===== src/rtl/bconv3x3_accum_if.sv =====
// rtl/bconv3x3_accum_if.sv - 3x3 window input bus and partial-sum output handshake
interface bconv3x3_accum_if #(
   parameter int ACC_W = 16
);
   logic                    buffer_done;
   logic [5:0]              x11, x12, x13, x21, x22, x23, x31, x32, x33;
   logic                    w11, w12, w13, w21, w22, w23, w31, w32, w33;
   logic signed [ACC_W-1:0] psum_out;
   logic                    psum_valid;
   logic                    psum_ready;
   logic                    ch_busy;
   logic                    ovf_err;

   modport master (
      output buffer_done, x11, x12, x13, x21, x22, x23, x31, x32, x33,
      output w11, w12, w13, w21, w22, w23, w31, w32, w33, psum_ready,
      input  psum_out, psum_valid, ch_busy, ovf_err
   );

   modport slave (
      input  buffer_done, x11, x12, x13, x21, x22, x23, x31, x32, x33,
      input  w11, w12, w13, w21, w22, w23, w31, w32, w33, psum_ready,
      output psum_out, psum_valid, ch_busy, ovf_err
   );
endinterface


===== src/rtl/bconv3x3_accum.sv =====
// rtl/bconv3x3_accum.sv - binary-weight 3x3 dot product, channel accumulation, psum handshake
// Optional macro BCONV_RELU_EN clamps negative results to 0 when loaded into psum_out.
module bconv3x3_accum #(
   parameter int TI            = 3,
   parameter int INPUT_CHANNEL = 3,
   parameter int ACC_W         = 16,
   parameter int CNT_W         = 11
) (
   input  logic             clk,
   input  logic             rst_n,
   bconv3x3_accum_if.slave  bus
);
   localparam logic signed [ACC_W:0] SAT_MAX = {2'b00, {(ACC_W-1){1'b1}}};
   localparam logic signed [ACC_W:0] SAT_MIN = -SAT_MAX;
   localparam logic [CNT_W-1:0]      LAST_CH = CNT_W'(INPUT_CHANNEL - 1);

   generate
      if (INPUT_CHANNEL < 1 || (INPUT_CHANNEL % TI) != 0 || ACC_W < 12) begin : g_bad_cfg
         $error("bconv3x3_accum: illegal parameter combination");
      end
   endgenerate

   logic [5:0]              x_in [9];
   logic [8:0]              w_in;
   logic signed [6:0]       p_q [9];
   logic signed [6:0]       p_d [9];
   logic                    v1_q, v1_d, v2_q, v2_d;
   logic signed [10:0]      s_q, s_d;
   logic signed [ACC_W:0]   wide_sum;
   logic signed [ACC_W-1:0] acc_q, acc_d, acc_next, load_val;
   logic signed [ACC_W-1:0] psum_out_q, psum_out_d;
   logic [CNT_W-1:0]        cnt_q, cnt_d;
   logic                    psum_valid_q, psum_valid_d;
   logic                    ch_busy_q, ch_busy_d;
   logic                    ovf_q, ovf_d;
   logic                    done_pix;

   assign x_in[0] = bus.x11;
   assign x_in[1] = bus.x12;
   assign x_in[2] = bus.x13;
   assign x_in[3] = bus.x21;
   assign x_in[4] = bus.x22;
   assign x_in[5] = bus.x23;
   assign x_in[6] = bus.x31;
   assign x_in[7] = bus.x32;
   assign x_in[8] = bus.x33;
   assign w_in    = {bus.w33, bus.w32, bus.w31, bus.w23, bus.w22, bus.w21,
                     bus.w13, bus.w12, bus.w11};

   // S1: signed product terms; terms hold through bubbles.
   always_comb begin
      v1_d = bus.buffer_done;
      for (int i = 0; i < 9; i++) begin
         p_d[i] = p_q[i];
         if (bus.buffer_done) begin
            p_d[i] = w_in[i] ? $signed({1'b0, x_in[i]}) : -$signed({1'b0, x_in[i]});
         end
      end
   end

   always_comb begin
      v2_d = v1_q;
      s_d  = '0;
      for (int i = 0; i < 9; i++) begin
         s_d = s_d + {{4{p_q[i][6]}}, p_q[i]};
      end
   end

   // S3: symmetric saturating accumulate; the last channel hands the sum off and clears.
   always_comb begin
      wide_sum = {acc_q[ACC_W-1], acc_q} + {{(ACC_W-10){s_q[10]}}, s_q};
      if (wide_sum > SAT_MAX) begin
         acc_next = SAT_MAX[ACC_W-1:0];
      end else if (wide_sum < SAT_MIN) begin
         acc_next = SAT_MIN[ACC_W-1:0];
      end else begin
         acc_next = wide_sum[ACC_W-1:0];
      end
      done_pix = v2_q && (cnt_q == LAST_CH);
      acc_d    = acc_q;
      cnt_d    = cnt_q;
      if (v2_q) begin
         if (done_pix) begin
            acc_d = '0;
            cnt_d = '0;
         end else begin
            acc_d = acc_next;
            cnt_d = cnt_q + CNT_W'(1);
         end
      end
      ch_busy_d = (cnt_d != '0);
   end

   always_comb begin
`ifdef BCONV_RELU_EN
      load_val = acc_next[ACC_W-1] ? '0 : acc_next;
`else
      load_val = acc_next;
`endif
      psum_out_d   = psum_out_q;
      psum_valid_d = psum_valid_q;
      ovf_d        = ovf_q;
      if (psum_valid_q && bus.psum_ready) begin
         psum_valid_d = 1'b0;
      end
      if (done_pix) begin
         if (!psum_valid_q || bus.psum_ready) begin
            psum_out_d   = load_val;
            psum_valid_d = 1'b1;
         end else begin
            ovf_d = 1'b1;
         end
      end
   end

   always_ff @(posedge clk or negedge rst_n) begin
      if (!rst_n) begin
         for (int i = 0; i < 9; i++) p_q[i] <= '0;
         v1_q         <= 1'b0;
         v2_q         <= 1'b0;
         s_q          <= '0;
         acc_q        <= '0;
         cnt_q        <= '0;
         psum_out_q   <= '0;
         psum_valid_q <= 1'b0;
         ch_busy_q    <= 1'b0;
         ovf_q        <= 1'b0;
      end else begin
         for (int i = 0; i < 9; i++) p_q[i] <= p_d[i];
         v1_q         <= v1_d;
         v2_q         <= v2_d;
         s_q          <= s_d;
         acc_q        <= acc_d;
         cnt_q        <= cnt_d;
         psum_out_q   <= psum_out_d;
         psum_valid_q <= psum_valid_d;
         ch_busy_q    <= ch_busy_d;
         ovf_q        <= ovf_d;
      end
   end

   assign bus.psum_out   = psum_out_q;
   assign bus.psum_valid = psum_valid_q;
   assign bus.ch_busy    = ch_busy_q;
   assign bus.ovf_err    = ovf_q;
endmodule


===== src/flat_wrapper.sv =====
// flat-port wrapper written by rule: the top's interface ports become plain ports
module bconv3x3_accum_flat 
#(
   parameter int TI            = 3,
   parameter int INPUT_CHANNEL = 3,
   parameter int ACC_W         = 16,
   parameter int CNT_W         = 11
)
  (clk, rst_n, bus_buffer_done, bus_x11, bus_x12, bus_x13, bus_x21, bus_x22, bus_x23, bus_x31, bus_x32, bus_x33, bus_w11, bus_w12, bus_w13, bus_w21, bus_w22, bus_w23, bus_w31, bus_w32, bus_w33, bus_psum_ready, bus_psum_out, bus_psum_valid, bus_ch_busy, bus_ovf_err);
  bconv3x3_accum_if #(.ACC_W(ACC_W)) bus_i ();
  input  logic clk;
  input  logic rst_n;
  input wire logic [$bits(bus_i.buffer_done)-1:0] bus_buffer_done;
  input wire logic [$bits(bus_i.x11)-1:0] bus_x11;
  input wire logic [$bits(bus_i.x12)-1:0] bus_x12;
  input wire logic [$bits(bus_i.x13)-1:0] bus_x13;
  input wire logic [$bits(bus_i.x21)-1:0] bus_x21;
  input wire logic [$bits(bus_i.x22)-1:0] bus_x22;
  input wire logic [$bits(bus_i.x23)-1:0] bus_x23;
  input wire logic [$bits(bus_i.x31)-1:0] bus_x31;
  input wire logic [$bits(bus_i.x32)-1:0] bus_x32;
  input wire logic [$bits(bus_i.x33)-1:0] bus_x33;
  input wire logic [$bits(bus_i.w11)-1:0] bus_w11;
  input wire logic [$bits(bus_i.w12)-1:0] bus_w12;
  input wire logic [$bits(bus_i.w13)-1:0] bus_w13;
  input wire logic [$bits(bus_i.w21)-1:0] bus_w21;
  input wire logic [$bits(bus_i.w22)-1:0] bus_w22;
  input wire logic [$bits(bus_i.w23)-1:0] bus_w23;
  input wire logic [$bits(bus_i.w31)-1:0] bus_w31;
  input wire logic [$bits(bus_i.w32)-1:0] bus_w32;
  input wire logic [$bits(bus_i.w33)-1:0] bus_w33;
  input wire logic [$bits(bus_i.psum_ready)-1:0] bus_psum_ready;
  output wire logic [$bits(bus_i.psum_out)-1:0] bus_psum_out;
  output wire logic [$bits(bus_i.psum_valid)-1:0] bus_psum_valid;
  output wire logic [$bits(bus_i.ch_busy)-1:0] bus_ch_busy;
  output wire logic [$bits(bus_i.ovf_err)-1:0] bus_ovf_err;
  assign bus_i.buffer_done = bus_buffer_done;
  assign bus_i.x11 = bus_x11;
  assign bus_i.x12 = bus_x12;
  assign bus_i.x13 = bus_x13;
  assign bus_i.x21 = bus_x21;
  assign bus_i.x22 = bus_x22;
  assign bus_i.x23 = bus_x23;
  assign bus_i.x31 = bus_x31;
  assign bus_i.x32 = bus_x32;
  assign bus_i.x33 = bus_x33;
  assign bus_i.w11 = bus_w11;
  assign bus_i.w12 = bus_w12;
  assign bus_i.w13 = bus_w13;
  assign bus_i.w21 = bus_w21;
  assign bus_i.w22 = bus_w22;
  assign bus_i.w23 = bus_w23;
  assign bus_i.w31 = bus_w31;
  assign bus_i.w32 = bus_w32;
  assign bus_i.w33 = bus_w33;
  assign bus_i.psum_ready = bus_psum_ready;
  assign bus_psum_out = bus_i.psum_out;
  assign bus_psum_valid = bus_i.psum_valid;
  assign bus_ch_busy = bus_i.ch_busy;
  assign bus_ovf_err = bus_i.ovf_err;
  bconv3x3_accum #(.TI(TI), .INPUT_CHANNEL(INPUT_CHANNEL), .ACC_W(ACC_W), .CNT_W(CNT_W)) u_core (.clk(clk), .rst_n(rst_n), .bus(bus_i));
endmodule

===== config.mk =====
export PLATFORM = sky130hd
export DESIGN_NAME = bconv3x3_accum_flat
export DESIGN_NICKNAME = d
export VERILOG_FILES = /design/src/rtl/bconv3x3_accum_if.sv /design/src/rtl/bconv3x3_accum.sv /design/src/flat_wrapper.sv
export SDC_FILE = /design/constraint.sdc
export NUM_CORES = 1
export LEC_CHECK = 0
export BUFFER_PORTS_ARGS = -buffer_cell sky130_fd_sc_hd__buf_4
export CORE_MARGIN = 2
export CORE_UTILIZATION = 66
export CTS_BUF_LIST = sky130_fd_sc_hd__clkbuf_4
export DETAILED_ROUTE_END_ITERATION = 6
export GPL_TIMING_DRIVEN = 0
export HOLD_SLACK_MARGIN = 0.1
export PLACE_DENSITY = 0.95
export RECOVER_POWER = 50
export SLEW_MARGIN = 20
export SYNTH_ARGS = -nofsm -noshare
export SYNTH_HDL_FRONTEND = slang
export SYNTH_SLANG_ARGS = --single-unit

===== constraint.sdc =====
create_clock -name clk -period 9.36 [get_ports clk]
set_clock_uncertainty 0.2 [all_clocks]
set_input_delay 0.936 -clock clk [delete_from_list [all_inputs] [get_ports clk]]
set_output_delay 0.936 -clock clk [all_outputs]
set_load 0.05 [all_outputs]

==> run summary <==
### Floorplan
* ports placed on the boundary: 86
* row count: 40
* core region area: 12100 um2
* area of the die: 13300 um2
* chip width: 116 um
* die span in y: 116 um
* Initial Util: 68.0%

### Layout
* synthesis-to-layout area growth: 14.7%
* fraction of layout cells with a size suffix above 1: 14.4%
* number of inserted diodes: 0
* Final Non-Filler Cells: 1148
* fill cell count: 767
* Final Cell Area: 9410 um2
* number of nets in the layout: 1131

### Clocking
* number of hold buffers added after CTS: 1
* TritonCTS buffer count: 17
* clock sinks: 122
* number of buffers inserted by post-CTS setup repair: 0
* clock-pin slew of the registers on the worst-case setup and hold paths: 0.11 ns
* CTS tree: done
* Clk Tree Root Cell: sky130_fd_sc_hd__clkbuf_4
* maximum root-to-sink buffer count: 2
* CTS resizes: 0
* Worst-Skew Late Latency: 0.57 ns
* number of H-tree levels: 4

### Routing
* post-detailed-routing wire length: 19100 um
* vias: 6671
* Initial DRC Count: 473
* via count normalized by instance count: 5.81
* post-detailed-route count of antenna-violating nets: 0
* routed wire length per instance: 16.7 um
* DR pass1 iterations: 5
* residual DRC count: 0

### Min path
* worst hold endpoint: u_core.v2_q
* WHS Path Cells: 0
* class of the worst hold path: flip-flop to flip-flop
* Hold Startpoint: u_core.v1_q

### Yosys
* count of cell types in the netlist: 56
* Post-synth top flop: sky130_fd_sc_hd__dfrtp_1
* Gate Count Post-Synth: 862
* sequential element share of the synthesized area: 37.2%
* post-synth net total: 1025
* ys async rst share: 100%
* Mapped Avg Cell Area: 9.52 um2
* count of yosys warnings during synthesis: 0
* Post-synth EDFFs: 0
* flops & latches, synth: 122
* summed instance area of the synthesized netlist: 8210 um2

### Worst setup path
* worst reg2reg endpoint: u_core.s_q[10]
* depth of the worst register-to-register path: 20
* Worst setup startpoint: u_core.p_q[56]
* startpoint of the worst register-to-register path: u_core.p_q[56]
* sort of element at the start of the critical path: flip-flop
* Critical Path End Type: flip-flop
* critical path type: flip-flop to flip-flop
* arrival time of the worst setup path: 5.65 ns
* setup slack of the most critical reg-to-reg path: 3.96 ns
* critical path fanouts, max: 3
* Worst EP required: 9.62 ns

### GRT
* maximum number of pins on one net before global-route repair: 85
* total gr overflow: 0
* global-route usage over all layers: 30.7%
* vias in the first global route: 6966
* number of antenna violations at the first check in global routing: 0
* global-route wire length before repair: 31400 um

### Status
* violated checks: max-capacitance violations, max-slew violations
* result of the run: complete, but fails checks

### Placement
* cell total after placement: 1116
* number of input and output port buffers inserted: 85
* gpl congestion: 0.935
* DPL Wire Length: 14600 um
* placed cell area: 9080 um2

### Timing
* unrepaired setup endpoints after global routing: false
* max frequency: 185 MHz
* final setup violation count: 0
* Tightest Pin Transition: 2.14 ns
* Final Max Tran Viols: 39
* final-layout setup total negative slack: 0 ns
* Hold Violations, Final: 0
* min cycle time layout: 5.40 ns
* headroom to the max-slew limit: -42.6%
* post-route clock period utilization: 57.7%

### Job
* number of max-capacitance violations reported: 1

## cell families after synthesis
group | share of synthesized area, %
simple gates | 13.3
flops | 37.2
compound gates | 12.9
xor+xnor | 7.90
buf+inv | 6.39
mux | 2.87
fa+ha+maj | 19.4
## worst max-delay path: stages (launching register included)
cell and delay [ns]:
sky130_fd_sc_hd__dfrtp_1 0.42, sky130_fd_sc_hd__ha_1 0.21, sky130_fd_sc_hd__inv_1 0.07, sky130_fd_sc_hd__fa_1 0.21, sky130_fd_sc_hd__inv_1 0.06, sky130_fd_sc_hd__a21o_1 0.17
sky130_fd_sc_hd__a21oi_1 0.23, sky130_fd_sc_hd__xnor2_1 0.13, sky130_fd_sc_hd__fa_1 0.50, sky130_fd_sc_hd__inv_1 0.07, sky130_fd_sc_hd__fa_1 0.51, sky130_fd_sc_hd__fa_1 0.52
sky130_fd_sc_hd__fa_1 0.56, sky130_fd_sc_hd__inv_1 0.05, sky130_fd_sc_hd__ha_1 0.33, sky130_fd_sc_hd__a21oi_1 0.17, sky130_fd_sc_hd__o21bai_1 0.12, sky130_fd_sc_hd__a21o_1 0.20
sky130_fd_sc_hd__a21oi_1 0.23, sky130_fd_sc_hd__o21ai_0 0.17, sky130_fd_sc_hd__xnor2_1 0.15
## sequential cells by signal, summed over array words and instances (netlist names)
name	flops
u_core.v1_q	1
u_core.bus.psum_valid	1
u_core.v2_q	1
u_core.bus.psum_out	16
u_core.p_q	63
u_core.bus.ch_busy	1
u_core.acc_q	16
u_core.cnt_q	11
u_core.s_q	11
u_core.bus.ovf_err	1
## worst max-delay path by stage
stage                     endpoint  cells past startpoint
global placement    u_core.s_q[10]                     19
floorplan           u_core.s_q[10]                     19
CTS                 u_core.s_q[10]                     20
detailed placement  u_core.s_q[10]                     20
global route        u_core.s_q[10]                     19
finish              u_core.s_q[10]                     20
## routing by layer
layer  global-route usage (%)  share of wire, %  vias up
li1                         -                 -     3088
met1                     34.9                39     3227
met2                     54.1                51      275
met3                     5.60               5.1       81
met4                     17.9               4.9        0
met5                        0                 0        -
## layout make-up
| cell class | instances | area [um2] | share of cell area, % |
|---|---|---|---|
| multi-input combinational | 604 | 4630 | 49.2 |
| sequential | 122 | 3050 | 32.4 |
| timing repair buffer | 87 | 672 | 7.14 |
| inverter | 111 | 417 | 4.43 |
| tap | 168 | 210 | 2.23 |
| clock inverter | 11 | 176 | 1.87 |
| clock buffer | 20 | 150 | 1.59 |
| buffer | 25 | 108 | 1.14 |
## placed cells by master (no fill, tap or decap), types with 8 or more instances in the layout
| cell type | count |
|---|---|
| sky130_fd_sc_hd__buf_4 | 84 |
| sky130_fd_sc_hd__xor2_1 | 9 |
| sky130_fd_sc_hd__ha_1 | 45 |
| sky130_fd_sc_hd__mux2i_1 | 10 |
| sky130_fd_sc_hd__nand2_1 | 42 |
| sky130_fd_sc_hd__o31ai_1 | 8 |
| sky130_fd_sc_hd__nor3_1 | 22 |
| sky130_fd_sc_hd__nor2_1 | 112 |
| sky130_fd_sc_hd__nand3_1 | 25 |
| sky130_fd_sc_hd__mux2_2 | 12 |
| sky130_fd_sc_hd__o21ai_0 | 17 |
| sky130_fd_sc_hd__a21oi_1 | 88 |
| sky130_fd_sc_hd__fa_1 | 51 |
| sky130_fd_sc_hd__clkbuf_4 | 21 |
| sky130_fd_sc_hd__xnor2_1 | 65 |
| sky130_fd_sc_hd__inv_1 | 111 |
| sky130_fd_sc_hd__a21o_1 | 8 |
| sky130_fd_sc_hd__dfrtp_1 | 122 |
| sky130_fd_sc_hd__clkbuf_1 | 21 |
## per-stage QoR
step           util (%)  hold WS, ns  setup slack (ns)
6_report           78.0        0.168              3.96
5_1_grt            78.0        0.186              3.72
4_1_cts            78.1        0.166              4.03
3_5_place_dp       75.3        0.137              4.05
3_3_place_gp       75.1        0.134              4.22
2_1_floorplan         -        0.131              4.46
## synth_stat cells, types with 5 or more instances
cell | instances | area (um2)
sky130_fd_sc_hd__dfrtp_1 | 122 | 3050
sky130_fd_sc_hd__nor2_1 | 112 | 420
sky130_fd_sc_hd__inv_1 | 111 | 417
sky130_fd_sc_hd__a21oi_1 | 88 | 440
sky130_fd_sc_hd__xnor2_1 | 65 | 569
sky130_fd_sc_hd__fa_1 | 51 | 1020
sky130_fd_sc_hd__ha_1 | 45 | 563
sky130_fd_sc_hd__nand2_1 | 42 | 158
sky130_fd_sc_hd__nand3_1 | 25 | 125
sky130_fd_sc_hd__nor3_1 | 22 | 110
sky130_fd_sc_hd__clkbuf_1 | 20 | 75.1
sky130_fd_sc_hd__o21ai_0 | 17 | 85.1
sky130_fd_sc_hd__mux2_2 | 12 | 135
sky130_fd_sc_hd__mux2i_1 | 10 | 100
sky130_fd_sc_hd__xor2_1 | 9 | 78.8
sky130_fd_sc_hd__a21o_1 | 8 | 60.1
sky130_fd_sc_hd__o31ai_1 | 8 | 60.1
sky130_fd_sc_hd__a31oi_1 | 7 | 43.8
sky130_fd_sc_hd__nor4_1 | 7 | 43.8
sky130_fd_sc_hd__o211ai_1 | 7 | 52.6
sky130_fd_sc_hd__o2bb2ai_1 | 7 | 61.3
sky130_fd_sc_hd__o21bai_1 | 6 | 45.0
sky130_fd_sc_hd__nand4_1 | 5 | 31.3
sky130_fd_sc_hd__nor3b_1 | 5 | 37.5
Power is not shown: default switching activity piles up to over one toggle a cycle in this logic, so the estimate is an artifact.
